[src/rtl/rom_fetch_seq_if.sv]
// Request/response handshake bundle for rom_fetch_seq.
// The master modport is the requester/consumer, the slave modport is the fetch sequencer.
interface rom_fetch_seq_if #(
  parameter int ROM_ADDR = 11,
  parameter int ROM_BITS = 32
);
  logic                REQ_VALID;
  logic                REQ_READY;
  logic [ROM_ADDR-1:0] REQ_ADDR;
  logic [3:0]          REQ_LEN;
  logic                RSP_VALID;
  logic                RSP_READY;
  logic [ROM_BITS-1:0] RSP_DATA;
  logic                RSP_LAST;

  modport master (
    output REQ_VALID, REQ_ADDR, REQ_LEN, RSP_READY,
    input  REQ_READY, RSP_VALID, RSP_DATA, RSP_LAST
  );

  modport slave (
    input  REQ_VALID, REQ_ADDR, REQ_LEN, RSP_READY,
    output REQ_READY, RSP_VALID, RSP_DATA, RSP_LAST
  );
endinterface

[src/rtl/rom_fetch_seq.sv]
// Burst ROM fetch sequencer: issues flow-controlled ROM reads and returns words through a small FIFO.
// Optional macro ROM_FETCH_SEQ_PARITY_EN adds an even-parity bit per word on RSP_PAR.
module rom_fetch_seq #(
  parameter int ROM_ADDR   = 11,
  parameter int ROM_BITS   = 32,
  parameter int FIFO_DEPTH = 4,
  parameter int RD_LAT     = 1
) (
  input  logic                FUNC_CLK_ROM_IN,
  input  logic                FUNC_RST_ROM_IN,
  rom_fetch_seq_if.slave      bus,
  output logic                FUNC_REN_ROM,
  output logic [ROM_ADDR-1:0] FUNC_ADDR_ROM_IN,
  input  logic [ROM_BITS-1:0] DATA_ROM_OUT,
`ifdef ROM_FETCH_SEQ_PARITY_EN
  output logic                RSP_PAR,
`endif
  output logic                BUSY
);

  localparam int PTR_W = $clog2(FIFO_DEPTH);
  localparam int CNT_W = PTR_W + 1;
`ifdef ROM_FETCH_SEQ_PARITY_EN
  localparam int ENTRY_W = ROM_BITS + 2;
`else
  localparam int ENTRY_W = ROM_BITS + 1;
`endif
  localparam logic [CNT_W:0] DEPTH_LIM = (CNT_W + 1)'(FIFO_DEPTH);

  typedef enum logic [1:0] {IDLE, ISSUE, DRAIN} state_t;

  state_t              state_q, state_d;
  logic [ROM_ADDR-1:0] addr_q;
  logic [4:0]          cnt_q;
  logic [RD_LAT-1:0]   pipe_v_q, pipe_l_q;
  logic [ENTRY_W-1:0]  mem [FIFO_DEPTH];
  logic [PTR_W-1:0]    wr_ptr_q, rd_ptr_q;
  logic [CNT_W-1:0]    occ_q;

  logic               rst, req_ready, accept, ren, can_issue;
  logic               push, pop, fifo_valid, head_last;
  logic [CNT_W-1:0]   inflight;
  logic [CNT_W:0]     outstanding;
  logic [ENTRY_W-1:0] push_entry, head;

  assign rst        = FUNC_RST_ROM_IN;
  assign req_ready  = (state_q == IDLE) & ~rst;
  assign accept     = bus.REQ_VALID & req_ready;
  assign fifo_valid = (occ_q != '0) & ~rst;
  assign pop        = fifo_valid & bus.RSP_READY;
  assign push       = pipe_v_q[RD_LAT-1] & ~rst;
  assign head       = mem[rd_ptr_q];
  assign head_last  = head[ROM_BITS];

  always_comb begin
    inflight = '0;
    for (int i = 0; i < RD_LAT; i++)
      inflight = inflight + {{(CNT_W-1){1'b0}}, pipe_v_q[i]};
  end

  // Words already buffered plus reads still in the ROM pipe must fit in the FIFO.
  assign outstanding = {1'b0, occ_q} + {1'b0, inflight};
  assign can_issue   = outstanding < DEPTH_LIM;

  // NOTE: every output of this block gets a default first, so no path leaves one unassigned (no latch).
  always_comb begin
    state_d = state_q;
    ren     = 1'b0;
    case (state_q)
      IDLE:  if (accept) state_d = ISSUE;
      ISSUE: if (can_issue) begin
               ren = 1'b1;
               if (cnt_q == 5'd1) state_d = DRAIN;
             end
      DRAIN: if (pop && head_last) state_d = IDLE;
      default: state_d = IDLE;
    endcase
    if (rst) ren = 1'b0;
  end

  always_ff @(posedge FUNC_CLK_ROM_IN) begin
    if (rst) begin
      state_q  <= IDLE;
      addr_q   <= '0;
      cnt_q    <= '0;
      pipe_v_q <= '0;
      pipe_l_q <= '0;
      wr_ptr_q <= '0;
      rd_ptr_q <= '0;
      occ_q    <= '0;
    end else begin
      state_q <= state_d;
      if (accept) begin
        addr_q <= bus.REQ_ADDR;
        cnt_q  <= {1'b0, bus.REQ_LEN} + 5'd1;
      end else if (ren) begin
        addr_q <= addr_q + 1'b1;
        cnt_q  <= cnt_q - 5'd1;
      end
      pipe_v_q[0] <= ren;
      pipe_l_q[0] <= ren & (cnt_q == 5'd1);
      for (int i = 1; i < RD_LAT; i++) begin
        pipe_v_q[i] <= pipe_v_q[i-1];
        pipe_l_q[i] <= pipe_l_q[i-1];
      end
      if (push) wr_ptr_q <= wr_ptr_q + 1'b1;
      if (pop)  rd_ptr_q <= rd_ptr_q + 1'b1;
      case ({push, pop})
        2'b10:   occ_q <= occ_q + 1'b1;
        2'b01:   occ_q <= occ_q - 1'b1;
        default: occ_q <= occ_q;
      endcase
    end
  end

`ifdef ROM_FETCH_SEQ_PARITY_EN
  assign push_entry = {^DATA_ROM_OUT, pipe_l_q[RD_LAT-1], DATA_ROM_OUT};
  assign RSP_PAR    = fifo_valid & head[ROM_BITS+1];
`else
  assign push_entry = {pipe_l_q[RD_LAT-1], DATA_ROM_OUT};
`endif

  // NOTE: the storage array has no reset; the head is masked while empty, so stale contents never reach the outputs.
  always_ff @(posedge FUNC_CLK_ROM_IN) begin
    if (push) mem[wr_ptr_q] <= push_entry;
  end

  assign bus.REQ_READY = req_ready;
  assign bus.RSP_VALID = fifo_valid;
  assign bus.RSP_DATA  = fifo_valid ? head[ROM_BITS-1:0] : '0;
  assign bus.RSP_LAST  = fifo_valid & head_last;
  assign FUNC_REN_ROM     = ren;
  assign FUNC_ADDR_ROM_IN = rst ? '0 : addr_q;
  assign BUSY             = (state_q != IDLE) & ~rst;

endmodule

[src/flat_wrapper.sv]
// flat-port wrapper written by rule: the top's interface ports become plain ports
module rom_fetch_seq_flat 
#(
  parameter int ROM_ADDR   = 11,
  parameter int ROM_BITS   = 32,
  parameter int FIFO_DEPTH = 4,
  parameter int RD_LAT     = 1
)
  (FUNC_CLK_ROM_IN, FUNC_RST_ROM_IN, FUNC_REN_ROM, FUNC_ADDR_ROM_IN, DATA_ROM_OUT, BUSY, bus_REQ_VALID, bus_REQ_ADDR, bus_REQ_LEN, bus_RSP_READY, bus_REQ_READY, bus_RSP_VALID, bus_RSP_DATA, bus_RSP_LAST);
  rom_fetch_seq_if #(.ROM_ADDR(ROM_ADDR), .ROM_BITS(ROM_BITS)) bus_i ();
  input  logic FUNC_CLK_ROM_IN;
  input  logic FUNC_RST_ROM_IN;
  output logic FUNC_REN_ROM;
  output logic [ROM_ADDR-1:0] FUNC_ADDR_ROM_IN;
  input  logic [ROM_BITS-1:0] DATA_ROM_OUT;
  output logic BUSY;
  input wire logic [$bits(bus_i.REQ_VALID)-1:0] bus_REQ_VALID;
  input wire logic [$bits(bus_i.REQ_ADDR)-1:0] bus_REQ_ADDR;
  input wire logic [$bits(bus_i.REQ_LEN)-1:0] bus_REQ_LEN;
  input wire logic [$bits(bus_i.RSP_READY)-1:0] bus_RSP_READY;
  output wire logic [$bits(bus_i.REQ_READY)-1:0] bus_REQ_READY;
  output wire logic [$bits(bus_i.RSP_VALID)-1:0] bus_RSP_VALID;
  output wire logic [$bits(bus_i.RSP_DATA)-1:0] bus_RSP_DATA;
  output wire logic [$bits(bus_i.RSP_LAST)-1:0] bus_RSP_LAST;
  assign bus_i.REQ_VALID = bus_REQ_VALID;
  assign bus_i.REQ_ADDR = bus_REQ_ADDR;
  assign bus_i.REQ_LEN = bus_REQ_LEN;
  assign bus_i.RSP_READY = bus_RSP_READY;
  assign bus_REQ_READY = bus_i.REQ_READY;
  assign bus_RSP_VALID = bus_i.RSP_VALID;
  assign bus_RSP_DATA = bus_i.RSP_DATA;
  assign bus_RSP_LAST = bus_i.RSP_LAST;
  rom_fetch_seq #(.ROM_ADDR(ROM_ADDR), .ROM_BITS(ROM_BITS), .FIFO_DEPTH(FIFO_DEPTH), .RD_LAT(RD_LAT)) u_core (.FUNC_CLK_ROM_IN(FUNC_CLK_ROM_IN), .FUNC_RST_ROM_IN(FUNC_RST_ROM_IN), .bus(bus_i), .FUNC_REN_ROM(FUNC_REN_ROM), .FUNC_ADDR_ROM_IN(FUNC_ADDR_ROM_IN), .DATA_ROM_OUT(DATA_ROM_OUT), .BUSY(BUSY));
endmodule
[config.mk]
export PLATFORM = sky130hd
export DESIGN_NAME = rom_fetch_seq_flat
export DESIGN_NICKNAME = d
export VERILOG_FILES = /design/src/rtl/rom_fetch_seq_if.sv /design/src/rtl/rom_fetch_seq.sv /design/src/flat_wrapper.sv
export SDC_FILE = /design/constraint.sdc
export NUM_CORES = 1
export LEC_CHECK = 0
export CAP_MARGIN = 20
export CORE_ASPECT_RATIO = 1.2
export CORE_MARGIN = 2
export CORE_UTILIZATION = 54
export DETAILED_ROUTE_END_ITERATION = 7
export GPL_TIMING_DRIVEN = 0
export PLACE_DENSITY = 0.8
export SETUP_SLACK_MARGIN = 0.3
export SLEW_MARGIN = 5
export SYNTH_ARGS = -nofsm -noshare
export SYNTH_HDL_FRONTEND = slang
export SYNTH_SLANG_ARGS = --single-unit
[constraint.sdc]
create_clock -name FUNC_CLK_ROM_IN -period 2.4 [get_ports FUNC_CLK_ROM_IN]
set_input_delay 0.24 -clock FUNC_CLK_ROM_IN [delete_from_list [all_inputs] [get_ports FUNC_CLK_ROM_IN]]
set_output_delay 0.24 -clock FUNC_CLK_ROM_IN [all_outputs]
set_load 0.02 [all_outputs]
# After elaboration in Yosys (flattened, before gate mapping)

Memory sizes are Yosys's and may differ from the RTL's. A register that Yosys moved wholly into a read port is not among the register bits.
Cells that the tools add are included.

Flip-flop bits (word level): 27
Latch bits: 0
Bits in writable memories: 132
Bits in read-only memories: 0
Bits of input ports: 51
Logic and storage cells: 62
Memories kept: 1

Memory list:

| memory     | words | bits a word | read ports | clocked after memory_dff | wr ports | line                | source |
|---|---|---|---|---|---|---|---|
| u_core.mem | 4     | 33          | 1          | 1                        | 1        | rom_fetch_seq.sv:36 | `logic [ENTRY_W-1:0] mem [FIFO_DEPTH];` |

$add $sub $neg: 8
$mul: 0
Divide/modulo/power cells: 0
Order comparisons: 1
Equality and inequality tests: 9
Shift operators: 0
Multiplexer cells: 19
Bitwise gates (word level): 9
Reductions and logical operators: 7

Operators by type and width:

| kind                                                        | count |
|---|---|
| 2-to-1 mux 11 bit                                           | 3 |
| 2-to-1 mux 32 bit                                           | 1 |
| 2-to-1 mux 2 bit                                            | 6 |
| adder 11 x 1 -> 11 bit (second input constant)              | 1 |
| 2-to-1 mux 5 bit                                            | 2 |
| AND 1 bit                                                   | 8 |
| inequality test 2 x 1 -> 1 bit (second input constant)      | 4 |
| one-hot mux 2 bit (3 select lines)                          | 1 |
| one-hot mux 3 bit (2 select lines)                          | 1 |
| nonzero test 2 bit                                          | 3 |
| adder 4 x 1 -> 5 bit (second input constant)                | 1 |
| equality test 5 x 1 -> 1 bit (second input constant)        | 1 |
| 2-to-1 mux 1 bit                                            | 5 |
| subtractor 5 x 1 -> 5 bit (second input constant)           | 1 |
| adder 2 x 1 -> 2 bit (second input constant)                | 2 |
| adder 3 x 1 -> 4 bit                                        | 1 |
| equality test 2 x 1 -> 1 bit (second input constant)        | 2 |
| equality test 2 bit (second input constant)                 | 2 |
| less-than comparator 4 x 3 -> 1 bit (second input constant) | 1 |
| AND reduction 4 bit                                         | 1 |
| adder 3 x 1 -> 3 bit (second input constant)                | 1 |
| nonzero test 3 bit                                          | 1 |
| subtractor 3 x 1 -> 3 bit (second input constant)           | 1 |
| zero test 2 bit                                             | 1 |
| other kinds (2)                                             | 2 |

# Depth between registers and ports, before layout

Gate-level depths: netlist (run 1).

Depth in word-level cells: 7
Gate-level depth with buffers: 9

# Worst setup path after synthesis (run 1)

Ideal clock, no wire load.

Path kind: flip-flop to flip-flop
Start point: register u_core.occ_q[0]
End point: register u_core.occ_q[2]
Arrival: 1.875 ns
Data required time: 2.329 ns
Path slack: 0.455 ns
Cell stages (with the launch flop): 9
Buffers on the path: 0
Cells stage by stage: dfxtp_1 > nor3_1 > nor2_1 > ha_1 > inv_1 > fa_1 > xor2_1 > or3_1 > a21oi_1

Cells in the longest elaborated chain, start to end: 5
Elaborated cells between the ends (all ways): 9

Ends and longest elaborated chain:

| element                                                                         | line                 | source |
|---|---|---|
| start, declared                                                                 | rom_fetch_seq.sv:38  | `logic [CNT_W-1:0] occ_q;` |
| start signal, assigned                                                          | rom_fetch_seq.sv:109 | `2'b10: occ_q <= occ_q + 1'b1;` |
| start signal, assigned                                                          | rom_fetch_seq.sv:110 | `2'b01: occ_q <= occ_q - 1'b1;` |
| start signal, assigned                                                          | rom_fetch_seq.sv:111 | `default: occ_q <= occ_q;` |
| nonzero test 3 bit (*)                                                          | rom_fetch_seq.sv:49  | `assign fifo_valid = (occ_q != '0) & ~rst;` |
| AND 1 bit (*)                                                                   | rom_fetch_seq.sv:49  |  |
| AND 1 bit (*)                                                                   | rom_fetch_seq.sv:50  | `assign pop = fifo_valid & bus.RSP_READY;` |
| net u_core.pop                                                                  | rom_fetch_seq.sv:41  | `logic push, pop, fifo_valid, head_last;` |
| equality test 2 x 1 -> 1 bit / equality test 2 bit (equally long branches)      | rom_fetch_seq.sv:108 | `case ({push, pop})` |
| one-hot mux 3 bit (2 select lines) / nonzero test 2 bit (equally long branches) | n/a                  |  |

The timed path passes the listed nets; every way through them passes the cells marked *.
A chain may end at the register's enable or synchronous reset.

==> metrics.md, run 1 <==
| Metric | Value |
|---|---|
| Number of flops mapped to enable cells by yosys | `132` |
| Global-route wire length before repair | `21.9 mm` |
| Netlist cell types | `40` |
| Via count | `4013` |
| Critical Path AT | `1.99 ns` |
| Gate power share | `7.8%` |
| Hold_sp | `bus_REQ_ADDR[7]` |
| Seq cells post-synth | `161` |
| Non-filler cells, final | `711` |
| CP peak stage delay | `0.52 ns` |
| Worst Path Max Fanout | `6` |
| CTS H-tree lvls | `4` |
| Fmax | `0.448 GHz` |
| TNS Setup | `0 ns` |
| Gate Count Post-Synth | `402` |
| Max-slew headroom | `58.8%` |
| Pwr Total | `6.07 mW` |
| Ranking of synthesized cells by area | `edfxtp_1 60%, mux4_2 11%, dfxtp_1 8.8%, and2_1 3.7%, ha_1 1.7%` |
| Slowest cell on crit path | `mux4_2` |
| CTS Buf Count | `17` |
| Final setup viols | `0` |
| Die width | `105 um` |
| Static Leakage | `3.09 nW` |
| Part of the cycle the worst path needs | `92.9%` |
| Vias in the first global route | `4233` |
| RSZ-0062 raised after global routing | `yes` |
| Fin. Hold Viols | `0` |
| Hold-fix buffers, CTS | `0` |
| Worst path bufs/invs | `4` |
| Worst-path clk slew | `0.06 ns` |
| Hold WC Path Type | `input pin to register` |
| Pwr dens | `685 nW/um2` |
| Starting Density | `55.1%` |
| Maximum clock path buffer count | `2` |
| Net Switching | `1.33 mW` |
| Placed Cells | `665` |
| Antenna Nets Post-Route | `0` |
| TritonRoute pass-1 iters | `4` |
| CP Launch Type | `register` |
| Max cap viols | `0` |
| DR iter-0 viols | `281` |
| DIE AREA | `13100 um2` |
| Top-count cell post-synth | `edfxtp_1` |
| Synth Area in Adders | `2.01%` |
| Reg2Reg Launch Point | `u_core.occ_q[1]$_SDFFE_PP0P_` |
| Final RePlAce weighted congestion | `0.842` |
| Setup Skew | `0.00819 ns` |
| Syn Area/Cell | `16.4 um2` |
| Clk_lat worst skew | `0.42 ns` |
| Largest delay share family, worst path | `buffers and inverters` |
| Top_reg_cell synth | `edfxtp_1` |
| Cell Area, Synth | `6610 um2` |
| I/O pin cnt | `99` |
| Routed wire length | `14.6 mm` |
| Routed length per instance | `20.5 um` |
| Number of diodes | `0` |
| Clock share of power | `40.8%` |
| Initial antenna violation count | `0` |
| Largest net degree at the start of global routing | `30` |
| Sequential fraction of the synthesis area | `68.8%` |
| Die H | `125 um` |
| Register share of total power | `51.4%` |
| Setup crit end kind | `output port` |
| XOR/XNOR Fraction of Synth Area | `2.25%` |
| Mux contribution to synthesized area | `11.9%` |
| NumNets Final | `598` |
| Peak supply drop | `0.572 mV` |
| Top cell type's share of synthesized area | `60.0%` |
| CP Class | `register to output port` |
| Via density | `5.64` |
| Hpwl dp | `8.63 mm` |
| Area delta synth->final | `33.9%` |
| Sw Share | `21.9%` |
| Simple-Gate Fraction of Synth Area | `10.7%` |
| CTS root buf | `clkbuf_16` |
| Drc violations | `0` |
| Largest family of logic cells by synthesized area | `multiplexers` |
| Core Area | `12000 um2` |
| Post-synthesis compound-gate area fraction | `2.48%` |
| Dominant cell type by area after synthesis | `edfxtp_1` |
| Total GRT Usage | `22.1%` |
| Synth async-reset ratio | `0%` |
| Worst path cell trace | `buf_8 -> buf_12 -> buf_16 -> mux4_2 -> and2_4 -> buf_6` |
| P_int | `4.74 mW` |
| Share of cells above drive strength 1 | `32.4%` |
| Critical Path RT | `2.16 ns` |
| Synthesis warning total | `0` |
| Gr ovfl total | `0` |
| Sink Count | `161` |
| Outcome | `complete, no violations` |
| Syn Nets | `463` |
| Minimum clock period after layout | `2.23 ns` |
| Final max-slew violation count | `0` |
| CTS tree | `done` |
| Buffers on Ports | `98` |
| Most common library cells after synthesis | `132 x edfxtp_1, 39 x and2_1, 33 x mux4_2` |
| Row cnt | `44` |
| Worst-margin pin slew | `0.616 ns` |
==> layout make-up <==
type,instances,area (um2)
flip-flops and latches,161,4550
fillers,745,3150
multi-input cells,212,2040
repair buffers,116,1290
clock buffers,18,429
well taps,161,201
plain buffers,19,179
clock inverters,14,116
inverters,10,37.5
==> worst paths after layout <==
kind / endpoint / slack (ns) / cells after the start
worst max-delay path: bus_RSP_DATA[4] / 0.17 / 6
worst min-delay path: u_core.addr_q[7]$_SDFFE_PP0P_ / 0.37 / 3
worst max register to register: u_core.occ_q[2]$_SDFFE_PP0P_ / 0.40 / 8
worst min register to register: u_core.mem[2][32]$_DFFE_PP_ / 0.49 / 0
==> cell usage in the layout, fill, tap and decap left out, types with 4 or more instances in the layout <==
master,instances
edfxtp_1,132
clkdlybuf4s50_1,61
buf_6,36
mux4_2,33
and2_4,30
dfxtp_1,24
clkbuf_16,19
nor2_1,17
nand2_1,15
nor2b_1,11
xor2_1,11
inv_1,10
nand3_1,10
ha_1,9
buf_12,7
nand4_1,7
clkbuf_2,6
buf_2,6
buf_4,6
xnor2_1,6
and2_1,5
o21ai_0,5
a21oi_1,5
and2_2,4
nor3_1,4
dfxtp_2,4
clkinvlp_4,4
==> registers in the layout, summed over array words and instances (netlist names), named ones only <==
name             cells
u_core.pipe_l_q      1
u_core.addr_q       11
u_core.cnt_q         5
u_core.mem         132
u_core.pipe_v_q      1
u_core.occ_q         3
u_core.rd_ptr_q      2
u_core.wr_ptr_q      2
u_core.state_q       2
==> per-stage QoR <==
stage          setup WS, ns  utilization [%]  hold slack [ns]  area (um2)
2_1_floorplan         0.455                -            0.339        6610
3_3_place_gp         -0.790             64.9            0.450        7790
3_5_place_dp         -0.425             65.8            0.472        7890
4_1_cts               0.152             71.4            0.362        8570
5_1_grt               0.116             73.7            0.383        8850
6_report              0.169             73.7            0.368        8850
==> timing repair <==
item | 4_1_cts | 5_1_grt
pin swaps | 1 | 12
setup buffers | 8 | 3
gates resized for setup | 166 | 116
setup endpoints to repair | 48 | 45
gates cloned | 1 | 2
==> per-layer routing <==
metal  GRT usage, %  part of all wire (%)  up-vias
met5              0                     0        -
met4           7.61                   1.9        0
met3           5.84                   5.6       24
met2           38.5                    55      165
met1           26.8                    37     2013
li1               -                     -     1811
==> power by group through the flow <==
stage	Sequential, mW	Clock (mW)	Combinational, mW
2_1_floorplan	3.16	0	0.222
3_3_place_gp	3.17	0	0.414
3_5_place_dp	3.17	0	0.431
4_1_cts	3.12	2.49	0.444
5_1_grt	3.12	2.62	0.512
6_report	3.12	2.47	0.472
==> tightest hold or removal path, cell delays in order <==
cell	delay, ns
clkdlybuf4s50_1	0.40
nand2_1	0.05
nand2_1	0.05
==> logic make-up (layout without fill, tap and decap cells) <==
family	Yosys count	count (layout)
buf+inv	29	177
simple gates	125	125
xor+xnor	17	17
fa+ha+maj	10	10
flops	161	161
compound gates	23	23
mux	37	37
(Power assumes the default switching activity.)
==> run 2: changes to the inputs <==
PLACE_DENSITY = 0.89   (was 0.8)
==> run 2 against run 1 <==
Setup slack improved by 0.038 ns; critical endpoint is now bus_RSP_DATA[1]; routed wire length decreased by 0.63%; count of clock-buffer cells in the layout increased by 1.
==> metrics.md, run 2 (synthesis gave the netlist of run 1 again) <==
| Metric | Value |
|---|---|
| Outcome | `complete, no violations` |
| Via count | `3900` |
| Global route hottest layer | `met2` |
| R2r endpoint | `u_core.occ_q[2]$_SDFFE_PP0P_` |
| Antenna Nets Post-Route | `0` |
| Critical Path AT | `1.95 ns` |
| Largest regs | `u_core.mem (132), u_core.addr_q (11), u_core.cnt_q (5)` |
| Largest delay share family, worst path | `buffers and inverters` |
| TritonRoute pass-1 iters | `5` |
| WHS Path Cells | `3` |
| Gr ovfl total | `0` |
| Register share of total power | `47.8%` |
| CTS Buf Count | `17` |
| Hold WC Path Type | `input pin to register` |
| Worst Path Max Fanout | `8` |
| Part of the cycle the worst path needs | `91.3%` |
| M3 GR Usage | `5.01%` |
| Die H | `125 um` |
| Pwr dens | `734 nW/um2` |
| Worst-margin pin slew | `0.639 ns` |
| Max reg flops | `132` |
| Top reg by flops | `u_core.mem` |
| CTS H-tree lvls | `4` |
| Routed wire length | `14.5 mm` |
| Final max-slew violation count | `0` |
| Minimum clock period after layout | `2.19 ns` |
| Peak supply drop | `0.424 mV` |
| Max cap viols | `0` |
| Total GRT Usage | `22.3%` |
| Fin. Hold Viols | `0` |
| Hold_sp | `bus_REQ_ADDR[7]` |
| Critical Path RT | `2.16 ns` |
| Net Switching | `1.28 mW` |
| Maximum clock path buffer count | `2` |
| Worst-path clk slew | `0.06 ns` |
| Largest net degree at the start of global routing | `26` |
| Worst path cell trace | `buf_12 -> clkbuf_16 -> buf_6 -> mux4_2 -> and2_4 -> buf_6` |
| NumNets Final | `595` |
| Setup Skew | `0.00820 ns` |
| P_int | `5.26 mW` |
| I/O pin cnt | `99` |
| Reg-to-reg slack, setup | `0.43 ns` |
| Hold path endpoint | `u_core.addr_q[7]$_SDFFE_PP0P_` |
| Commonest non-fill, non-tap cell in the layout | `edfxtp_1` |
| Via density | `5.52` |
| CTS root buf | `clkbuf_16` |
| Reg2Reg Launch Point | `u_core.occ_q[0]$_SDFFE_PP0P_` |
| R2r worst-path depth | `8` |
| DR iter-0 viols | `221` |
| Routed length per instance | `20.5 um` |
| DP Area | `7880 um2` |
| Die width | `105 um` |
| Row cnt | `44` |
| Fmax | `0.456 GHz` |
| Most frequent cells in the layout | `132 x edfxtp_1, 61 x clkdlybuf4s50_1, 36 x buf_6, 33 x mux4_2, 32 x and2_4` |
| DIE AREA | `13100 um2` |
| Clock share of power | `45.0%` |
| Final RePlAce weighted congestion | `0.835` |
| CP Class | `register to output port` |
| Initial antenna violation count | `0` |
| Starting Density | `55.1%` |
| Pwr Total | `6.54 mW` |
| Hold-fix buffers, CTS | `0` |
| Routing usage on met2 | `38.3%` |
| Global-route wire length before repair | `21.9 mm` |
| Worst path bufs/invs | `4` |
| Static Leakage | `3.12 nW` |
| Fin util | `74.2%` |
| Core Area | `12000 um2` |
| RSZ-0062 raised after global routing | `yes` |
| Hpwl dp | `8.82 mm` |
| TNS Setup | `0 ns` |
| Placed Cells | `665` |
| Clk_lat worst skew | `0.41 ns` |
| Vias in the first global route | `4124` |
| Design area | `8900 um2` |
| Cell repeated most along the worst path | `buf_6` |
| Non-filler cells, final | `707` |
| CTS tree | `done` |
| Met1 GRT Util | `27.2%` |
| Share of cells above drive strength 1 | `32.2%` |
| Area delta synth->final | `34.7%` |
| Drc violations | `0` |
| CP peak stage delay | `0.47 ns` |
| Sink Count | `161` |
| Number of diodes | `0` |
| Sw Share | `19.6%` |
| Setup crit end kind | `output port` |
| Final setup viols | `0` |
| Slowest cell on crit path | `mux4_2` |
| Buffers on Ports | `98` |
| Gate power share | `7.2%` |
| CP Launch Type | `register` |
| Max-slew headroom | `57.2%` |
## run 2: cell types whose count changed in the layout (fill, tap and decap cells not counted), sizes merged
cell      before  now
buf           59   55
bufinv         1    6
clkbuf        31   33
clkinv         7    4
clkinvlp       4    2
inv           12   10
## run 2: power by group through the flow
stage               combinational (mW)  clock [mW]  sequential [mW]
finish                           0.472        2.94             3.12
global route                     0.512        3.10             3.13
CTS                              0.441        2.98             3.12
detailed placement               0.432           0             3.17
global placement                 0.411           0             3.17
floorplan                        0.222           0             3.16
## run 2: how the worst max path moves through the flow
stage	cells after the start	slack (ns)	startpoint	end
floorplan	8	0.45	u_core.occ_q[0]$_SDFFE_PP0P_	u_core.occ_q[2]$_SDFFE_PP0P_
finish	6	0.21	register	bus_RSP_DATA[1]
CTS	5	0.13	u_core.occ_q[0]$_SDFFE_PP0P_	bus_RSP_DATA[7]
detailed placement	10	-0.42	FUNC_RST_ROM_IN	u_core.occ_q[2]$_SDFFE_PP0P_
global route	6	0.13	register	bus_RSP_DATA[1]
global placement	4	-0.74	FUNC_RST_ROM_IN	u_core.mem[0][17]$_DFFE_PP_
## run 2: final cells by class
| type | count | area (um2) |
|---|---|---|
| Inverter | 10 | 37.5 |
| Clock inverter | 12 | 214 |
| Fill cell | 723 | 3100 |
| Clock buffer | 19 | 433 |
| Tap cell | 161 | 201 |
| Multi-Input combinational cell | 212 | 2060 |
| Buffer | 19 | 179 |
| Sequential cell | 161 | 4550 |
| Timing Repair Buffer | 113 | 1230 |
## run 2: through the flow
stage | hold WS [ns] | setup slack, ns
6_report | 0.371 | 0.208
4_1_cts | 0.357 | 0.133
5_1_grt | 0.379 | 0.133
2_1_floorplan | 0.339 | 0.455
3_5_place_dp | 0.473 | -0.416
3_3_place_gp | 0.450 | -0.740
## run 2: timing repair
item,in CTS,in global routing
setup buffers,5,3
setup endpoints to repair,50,39
cloned,0,3
resized for setup,144,144
pin swaps,1,27
## run 2: routing by layer
| layer | up-vias | share of wire, % |
|---|---|---|
| met2 | 134 | 54 |
| met1 | 1953 | 40 |
| met4 | 0 | 1.8 |
| met5 | - | 0 |
| li1 | 1793 | - |
| met3 | 20 | 4.6 |
## run 2: worst min-delay path, delay by kind of cell
| family | cells | cell delay [ns] |
|---|---|---|
| buffers and inverters | 1 | 0.40 |
| AND/OR/NAND/NOR | 2 | 0.09 |
